==> config.mk <==
export PLATFORM = sky130hd
export DESIGN_NAME = pipelined_subtractor
export DESIGN_NICKNAME = d
export VERILOG_FILES = /design/src/rtl/pipelined_subtractor.sv
export SDC_FILE = /design/constraint.sdc
export NUM_CORES = 1
export LEC_CHECK = 0
export BUFFER_PORTS_ARGS = -buffer_cell sky130_fd_sc_hd__buf_2
export CORE_UTILIZATION = 52
export DETAILED_ROUTE_END_ITERATION = 12
export MAX_ROUTING_LAYER = met4
export PLACE_DENSITY = 0.8
export SYNTH_ARGS = -nofsm -noshare
export SYNTH_HDL_FRONTEND = slang
export SYNTH_SLANG_ARGS = --single-unit
export TNS_END_PERCENT = 5
==> constraint.sdc <==
create_clock -name clk -period 5.7 [get_ports clk]
set_input_delay 1.14 -clock clk [delete_from_list [all_inputs] [get_ports clk]]
set_output_delay 1.14 -clock clk [all_outputs]
set_load 0.05 [all_outputs]
==> src/rtl/pipelined_subtractor.sv <==
// Pipelined two's-complement subtractor: c = a - b with overflow flag.
// The carry chain is cut into STAGES segments; each pipeline stage resolves
// one segment and forwards the remaining operand bits, the finished low
// result bits and the segment carry to the next stage. A single global
// advance enable stalls the whole pipeline when the output is held.
module pipelined_subtractor #(
  parameter int    A_WIDTH      = 4,
  parameter int    B_WIDTH      = 4,
  parameter string A_IS_SIGNED  = "TRUE",
  parameter string B_IS_SIGNED  = "TRUE",
  parameter int    STAGES       = 2,
  localparam int   OUTPUT_WIDTH = ((A_WIDTH > B_WIDTH) ? A_WIDTH : B_WIDTH) + 1
) (
  input  logic                    clk,
  input  logic                    rst,
  input  logic [A_WIDTH-1:0]      a,
  input  logic [B_WIDTH-1:0]      b,
  input  logic                    in_valid,
  output logic                    in_ready,
  output logic [OUTPUT_WIDTH-1:0] c,
  output logic                    ovf,
  output logic                    out_valid,
  input  logic                    out_ready
);

  // Internal arithmetic width, segment width and padded width (whole segments)
  localparam int IW  = OUTPUT_WIDTH + 1;
  localparam int SEG = (IW + STAGES - 1) / STAGES;
  localparam int PW  = SEG * STAGES;

  localparam bit A_SGN = (A_IS_SIGNED == "TRUE");
  localparam bit B_SGN = (B_IS_SIGNED == "TRUE");

  logic              adv_s;
  logic [PW-1:0]     a_ext_s;
  logic [PW-1:0]     b_ext_s;
  logic [PW-1:0]     r_last_d_s;
  logic              ovf_q;

  // Stage registers flattened so a stage can read its predecessor by slice
  logic [STAGES*PW-1:0] x_all_s;
  logic [STAGES*PW-1:0] y_all_s;
  logic [STAGES*PW-1:0] r_all_s;
  logic [STAGES-1:0]    carry_all_s;
  logic [STAGES-1:0]    valid_all_s;

  // Bits above the segment boundary only pad to whole segments; they are
  // extended consistently and never reach c or ovf.
  assign a_ext_s = {{(PW-A_WIDTH){A_SGN & a[A_WIDTH-1]}}, a};
  assign b_ext_s = {{(PW-B_WIDTH){B_SGN & b[B_WIDTH-1]}}, b};

  for (genvar k = 0; k < STAGES; k++) begin : g_stage
    logic [PW-1:0] x_in_s;
    logic [PW-1:0] y_in_s;
    logic [PW-1:0] r_in_s;
    logic          cin_s;
    logic          vin_s;
    logic [SEG:0]  sum_s;
    logic [PW-1:0] r_d;
    logic          carry_d;
    logic [PW-1:0] x_q;
    logic [PW-1:0] y_q;
    logic [PW-1:0] r_q;
    logic          carry_q;
    logic          valid_q;

    if (k == 0) begin : g_head
      // Subtraction as a + ~b + 1: the +1 enters as the first carry-in
      assign x_in_s = a_ext_s;
      assign y_in_s = ~b_ext_s;
      assign r_in_s = {PW{1'b0}};
      assign cin_s  = 1'b1;
      assign vin_s  = in_valid;
    end else begin : g_body
      assign x_in_s = x_all_s[(k-1)*PW +: PW];
      assign y_in_s = y_all_s[(k-1)*PW +: PW];
      assign r_in_s = r_all_s[(k-1)*PW +: PW];
      assign cin_s  = carry_all_s[k-1];
      assign vin_s  = valid_all_s[k-1];
    end

    // Resolve this stage's carry-chain segment and merge it into the result
    always_comb begin
      sum_s = {1'b0, x_in_s[k*SEG +: SEG]} + {1'b0, y_in_s[k*SEG +: SEG]}
            + {{SEG{1'b0}}, cin_s};
      r_d   = r_in_s;
      r_d[k*SEG +: SEG] = sum_s[SEG-1:0];
      carry_d = sum_s[SEG];
    end

    // Stage register: loads on advance, holds on stall, clears on reset
    always_ff @(posedge clk) begin
      if (rst) begin
        valid_q <= 1'b0;
        carry_q <= 1'b0;
        x_q     <= {PW{1'b0}};
        y_q     <= {PW{1'b0}};
        r_q     <= {PW{1'b0}};
      end else if (adv_s) begin
        valid_q <= vin_s;
        carry_q <= carry_d;
        x_q     <= x_in_s;
        y_q     <= y_in_s;
        r_q     <= r_d;
      end else begin
        valid_q <= valid_q;
        carry_q <= carry_q;
        x_q     <= x_q;
        y_q     <= y_q;
        r_q     <= r_q;
      end
    end

    assign x_all_s[k*PW +: PW] = x_q;
    assign y_all_s[k*PW +: PW] = y_q;
    assign r_all_s[k*PW +: PW] = r_q;
    assign carry_all_s[k]      = carry_q;
    assign valid_all_s[k]      = valid_q;

    if (k == STAGES - 1) begin : g_tail
      assign r_last_d_s = r_d;
    end
  end

  // Overflow flag registered together with the final stage result
  always_ff @(posedge clk) begin
    if (rst) begin
      ovf_q <= 1'b0;
    end else if (adv_s) begin
      ovf_q <= r_last_d_s[OUTPUT_WIDTH] ^ r_last_d_s[OUTPUT_WIDTH-1];
    end else begin
      ovf_q <= ovf_q;
    end
  end

  assign out_valid = valid_all_s[STAGES-1];
  assign adv_s     = ~out_valid | out_ready;
  assign in_ready  = adv_s;
  assign c         = r_all_s[(STAGES-1)*PW +: OUTPUT_WIDTH];
  assign ovf       = ovf_q;

  // Operand copies and padding bits left over after the last stage
  logic unused_s;
  assign unused_s = ^{x_all_s[(STAGES-1)*PW +: PW], y_all_s[(STAGES-1)*PW +: PW],
                      carry_all_s[STAGES-1],
                      r_all_s[(STAGES-1)*PW + OUTPUT_WIDTH +: PW - OUTPUT_WIDTH],
                      r_last_d_s};

endmodule

== Word-level counts from Yosys, hierarchy flattened ==
Index checks and enable logic that the tools add are counted.

* Output and inout bits: 8
* Bits of input ports: 12
* Bits in registers: 22
* Word-level logic and storage cells: 16

* Add/subtract/negate cells: 4
* Bitwise logic cells: 4

{| class="wikitable"
|+ Operators by type and width
! cell !! count
|-
| 6-bit inverter || 1
|-
| 3-bit by 3-bit adder with 4-bit output || 1
|-
| 4-bit by 1-bit adder with 4-bit output (second input constant) || 1
|-
| 3-bit by 1-bit adder with 3-bit output || 1
|-
| 3-bit adder || 1
|-
| 1-bit inverter || 1
|-
| 1-bit bitwise OR || 1
|-
| 1-bit bitwise XOR || 1
|}

== Depth between registers and ports, before layout ==
* Depth in word-level cells: 3
* Mapped depth: 7
* Depth with buffers taken out: 7

== Least setup slack after synthesis ==
No wires, ideal clock.

* Kind: input-to-output
* Start point: input port out_ready
* End point: output port in_ready
* Slack: 3.062 ns
* Data required time: 4.560 ns
* Arrival: 1.498 ns
* Stages: 3
* Buffers on the path: 1
* Path through: nor2b_4 inv_4 buf_8

* Longest elaborated chain between the ends: 1

{| class="wikitable"
|+ Ends and longest elaborated chain
! item !! line !! RTL
|-
| start: declaration || 23 || <nowiki>input logic out_ready</nowiki>
|-
| 1-bit bitwise OR || 137 || <nowiki>assign adv_s = ~out_valid | out_ready;</nowiki>
|-
| end: declaration || 19 || <nowiki>output logic in_ready,</nowiki>
|}

No other way between the ends.

== Worst setup path in the final report ==
Same ends and word-level chain as after synthesis.

==> metrics.yaml <==
status:
  status: "complete, no violations"
clock_tree:
  cts_resized: 0
  clk-insertion-delay-late_ns: 0.27
  cts.root.buffer_cell: "clkbuf_4"
  cts_buffers: 3
  clock-sinks: 14
  cts_setup_buffers: 0
  clockBufferDepth: 2
  ctsHoldBuffers: 0
  htree_levels: 1
  path_clk_slew_ns: 0.08
  cts_tree: "done"
synthesis:
  synth_edf_count: 0
  yosysUniqueCellTypes: 17
  netlist_area_um2: 695.7
  synth-async-reset-ratio_pct: 0
  synth_top_area_share_pct: 40.29
  synth_most_common_cell: "nand2_1"
  synth_top_family_by_area: "adder cells"
  synth_seq_cells: 14
  syn_area_per_cell_um2: 9.401
  synth-compound-area-share_pct: 14.93
  synthMuxAreaShare_pct: 0
  synth_flop_cell: "dfxtp_1"
  synth_commonest_cells: "nand2_1, dfxtp_1, a21oi_1, inv_1, nor2_1"
  synthXorXnorAreaFrac_pct: 2.518
  synth-simple-area-share_pct: 15.29
  synth_adder_area_share_pct: 16.91
  synth_nets: 93
  synth_top_cell_by_area: "dfxtp_1"
  synth.area.top_cells: "dfxtp_1, fa_1, nand2_1"
  yosys_warnings: 0
  synth-seq-area-share_pct: 40.29
  syn_inst: 74
timing:
  worstMarginPinSlew_ns: 0.3115
  finalSetupViolations: 0
  max_freq_ghz: 0.3259
  rsz0062_at_grt: "no"
  slew_violations: 0
  hold_violations: 0
  relSlewSlack_pct: 79.19
  min_period_ns: 3.069
  fin_tns_setup_ns: 0
  min_period_over_period_pct: 53.84
  finalClockSkew_ns: 0.0003488
setup_path:
  startpoint: "out_ready"
  crit_path_start_kind: "input pin"
  crit_type: "input pin to output port"
  path_max_fanout: 17
  crit_arrival_ns: 1.93
  cp-end-kind: "output port"
  crit_end: "in_ready"
  r2r-end: "ovf"
  r2r_slack_ns: 3.81
  worst_r2r_path_depth: 7
  r2r_start: "g_stage[0].x_q[3]"
  crit_required_ns: 4.56
drt:
  drc: 0
  first_pass_iters: 4
  ant_nets: 0
  viasPerCell: 5.028
  initialDrtViolationCount: 5
  wl_per_cell_um: 10.74
  detail_route.wirelength_um: 1149
  num_vias: 538
worst_hold_path:
  min_path_type: "register to register"
run:
  cap_violations: 0
final_layout:
  area_growth_syn_to_layout_pct: 14.57
  fillCellCount: 104
  layout.area.seq_um2: 280.3
  drive_gt1_share_pct: 30.11
  nets: 114
  antennaDiodeCount: 0
  final_area_um2: 797.0
  multi_input_area_um2: 345.3
die:
  row_count: 12
  core-area_um2: 1171
  die-area_um2: 1488
  ios: 20
  die-width_um: 38.58
  dieHeight_um: 38.58
  start_util_pct: 59.40
grt:
  grt_pass1_wl_um: 1897
  grt_overflow: 0
  grt_pass1_vias: 507
  grt_usage_pct: 20.20
  antenna_found_initial: 0
  grt_start_max_net_pins: 18
placed_design:
  place_area_um2: 774.5
  portBuffers: 19
  gp_congestion: 0.7049
  dpl.hpwl_um: 877.7
power_and_ir_drop:
  ir_drop_mv: 0.1541
  powerDensity_nw_per_um2: 283.1
  p_leak_uw: 0.0003797
-- flip-flops by register name, summed over array words and instances (netlist names) --
register,cells
ovf,1
out_valid,1
g_stage.y_q,1
g_stage.carry_q,1
g_stage.x_q,1
g_stage.r_q,8
g_stage.valid_q,1
-- metal layers --
metal	part of all wire [%]	wire (um)	vias up	GRT usage (%)
met1	42	480	245	20.51
met5	0	0	-	-
met3	6.1	70	2	8.671
met4	0.96	11	0	10.34
li1	-	-	272	-
met2	51	586	19	32.92
-- logic make-up (layout without fill, tap and decap cells) --
| logic type | after synthesis | in the layout |
|---|---|---|
| adders and majority gates | 7 | 7 |
| DFF | 14 | 14 |
| AOI/OAI and AO/OA | 14 | 14 |
| buffers and inverters | 12 | 31 |
| and+or+nand+nor | 25 | 25 |
| xor gates and xnor gates | 2 | 2 |
-- per-stage QoR --
step	utilization, %	instances	worst slack [ns]	hold slack, ns	power (uW)
3_3_place_gp	66.13	104	2.662	0.4399	172.6
5_1_grt	68.06	107	2.593	0.4678	239.6
2_1_floorplan	-	74	3.062	0.4321	160.5
6_report	68.06	107	2.631	0.4472	225.6
4_1_cts	68.06	107	2.639	0.4530	227.9
3_5_place_dp	66.13	104	2.636	0.4437	174.0
-- placed cells by master (no fill, tap or decap) --
cell,synthesis,layout
a211oi_2,4,4
a21oi_1,8,8
a221oi_1,1,1
buf_2,1,19
clkbuf_4,0,3
dfxtp_1,14,14
fa_1,4,4
ha_1,3,3
inv_1,8,8
inv_4,1,1
nand2_1,16,16
nor2_1,7,7
nor2b_1,1,1
nor2b_4,1,1
o21ai_0,1,1
xnor2_1,2,2
-- how the worst min path moves through the flow --
stage,from,to,slack (ns),cells past startpoint
2_1_floorplan,g_stage[0].r_q[1],g_stage[0].r_q[1],0.43,2
3_3_place_gp,ovf,ovf,0.44,2
3_5_place_dp,ovf,ovf,0.44,2
4_1_cts,ovf,ovf,0.45,2
5_1_grt,g_stage[1].r_q[2],g_stage[1].r_q[2],0.47,2
6_report,ovf,ovf,0.45,2
-- critical path: stages --
cell     delay [ns]
buf_2          0.11
nor2b_4        0.28
inv_4          0.15
buf_2          0.24
-- area by class of cell --
| type | instances | area share, % |
|---|---|---|
| multi-input cells | 48 | 43.33 |
| clock buffers | 3 | 2.826 |
| well taps | 14 | 2.198 |
| inverters | 9 | 4.553 |
| repair buffers | 19 | 11.93 |
| flip-flops and latches | 14 | 35.16 |
-- power breakdown --
group          switching [uW]  total [uW]  leakage, uW  internal (uW)
Sequential               4.71         112     0.000116            107
Clock                    29.9        54.4    0.0000138           24.5
Combinational            38.9        59.2     0.000250           20.3
Note: power is estimated with default switching activity, not from simulation.
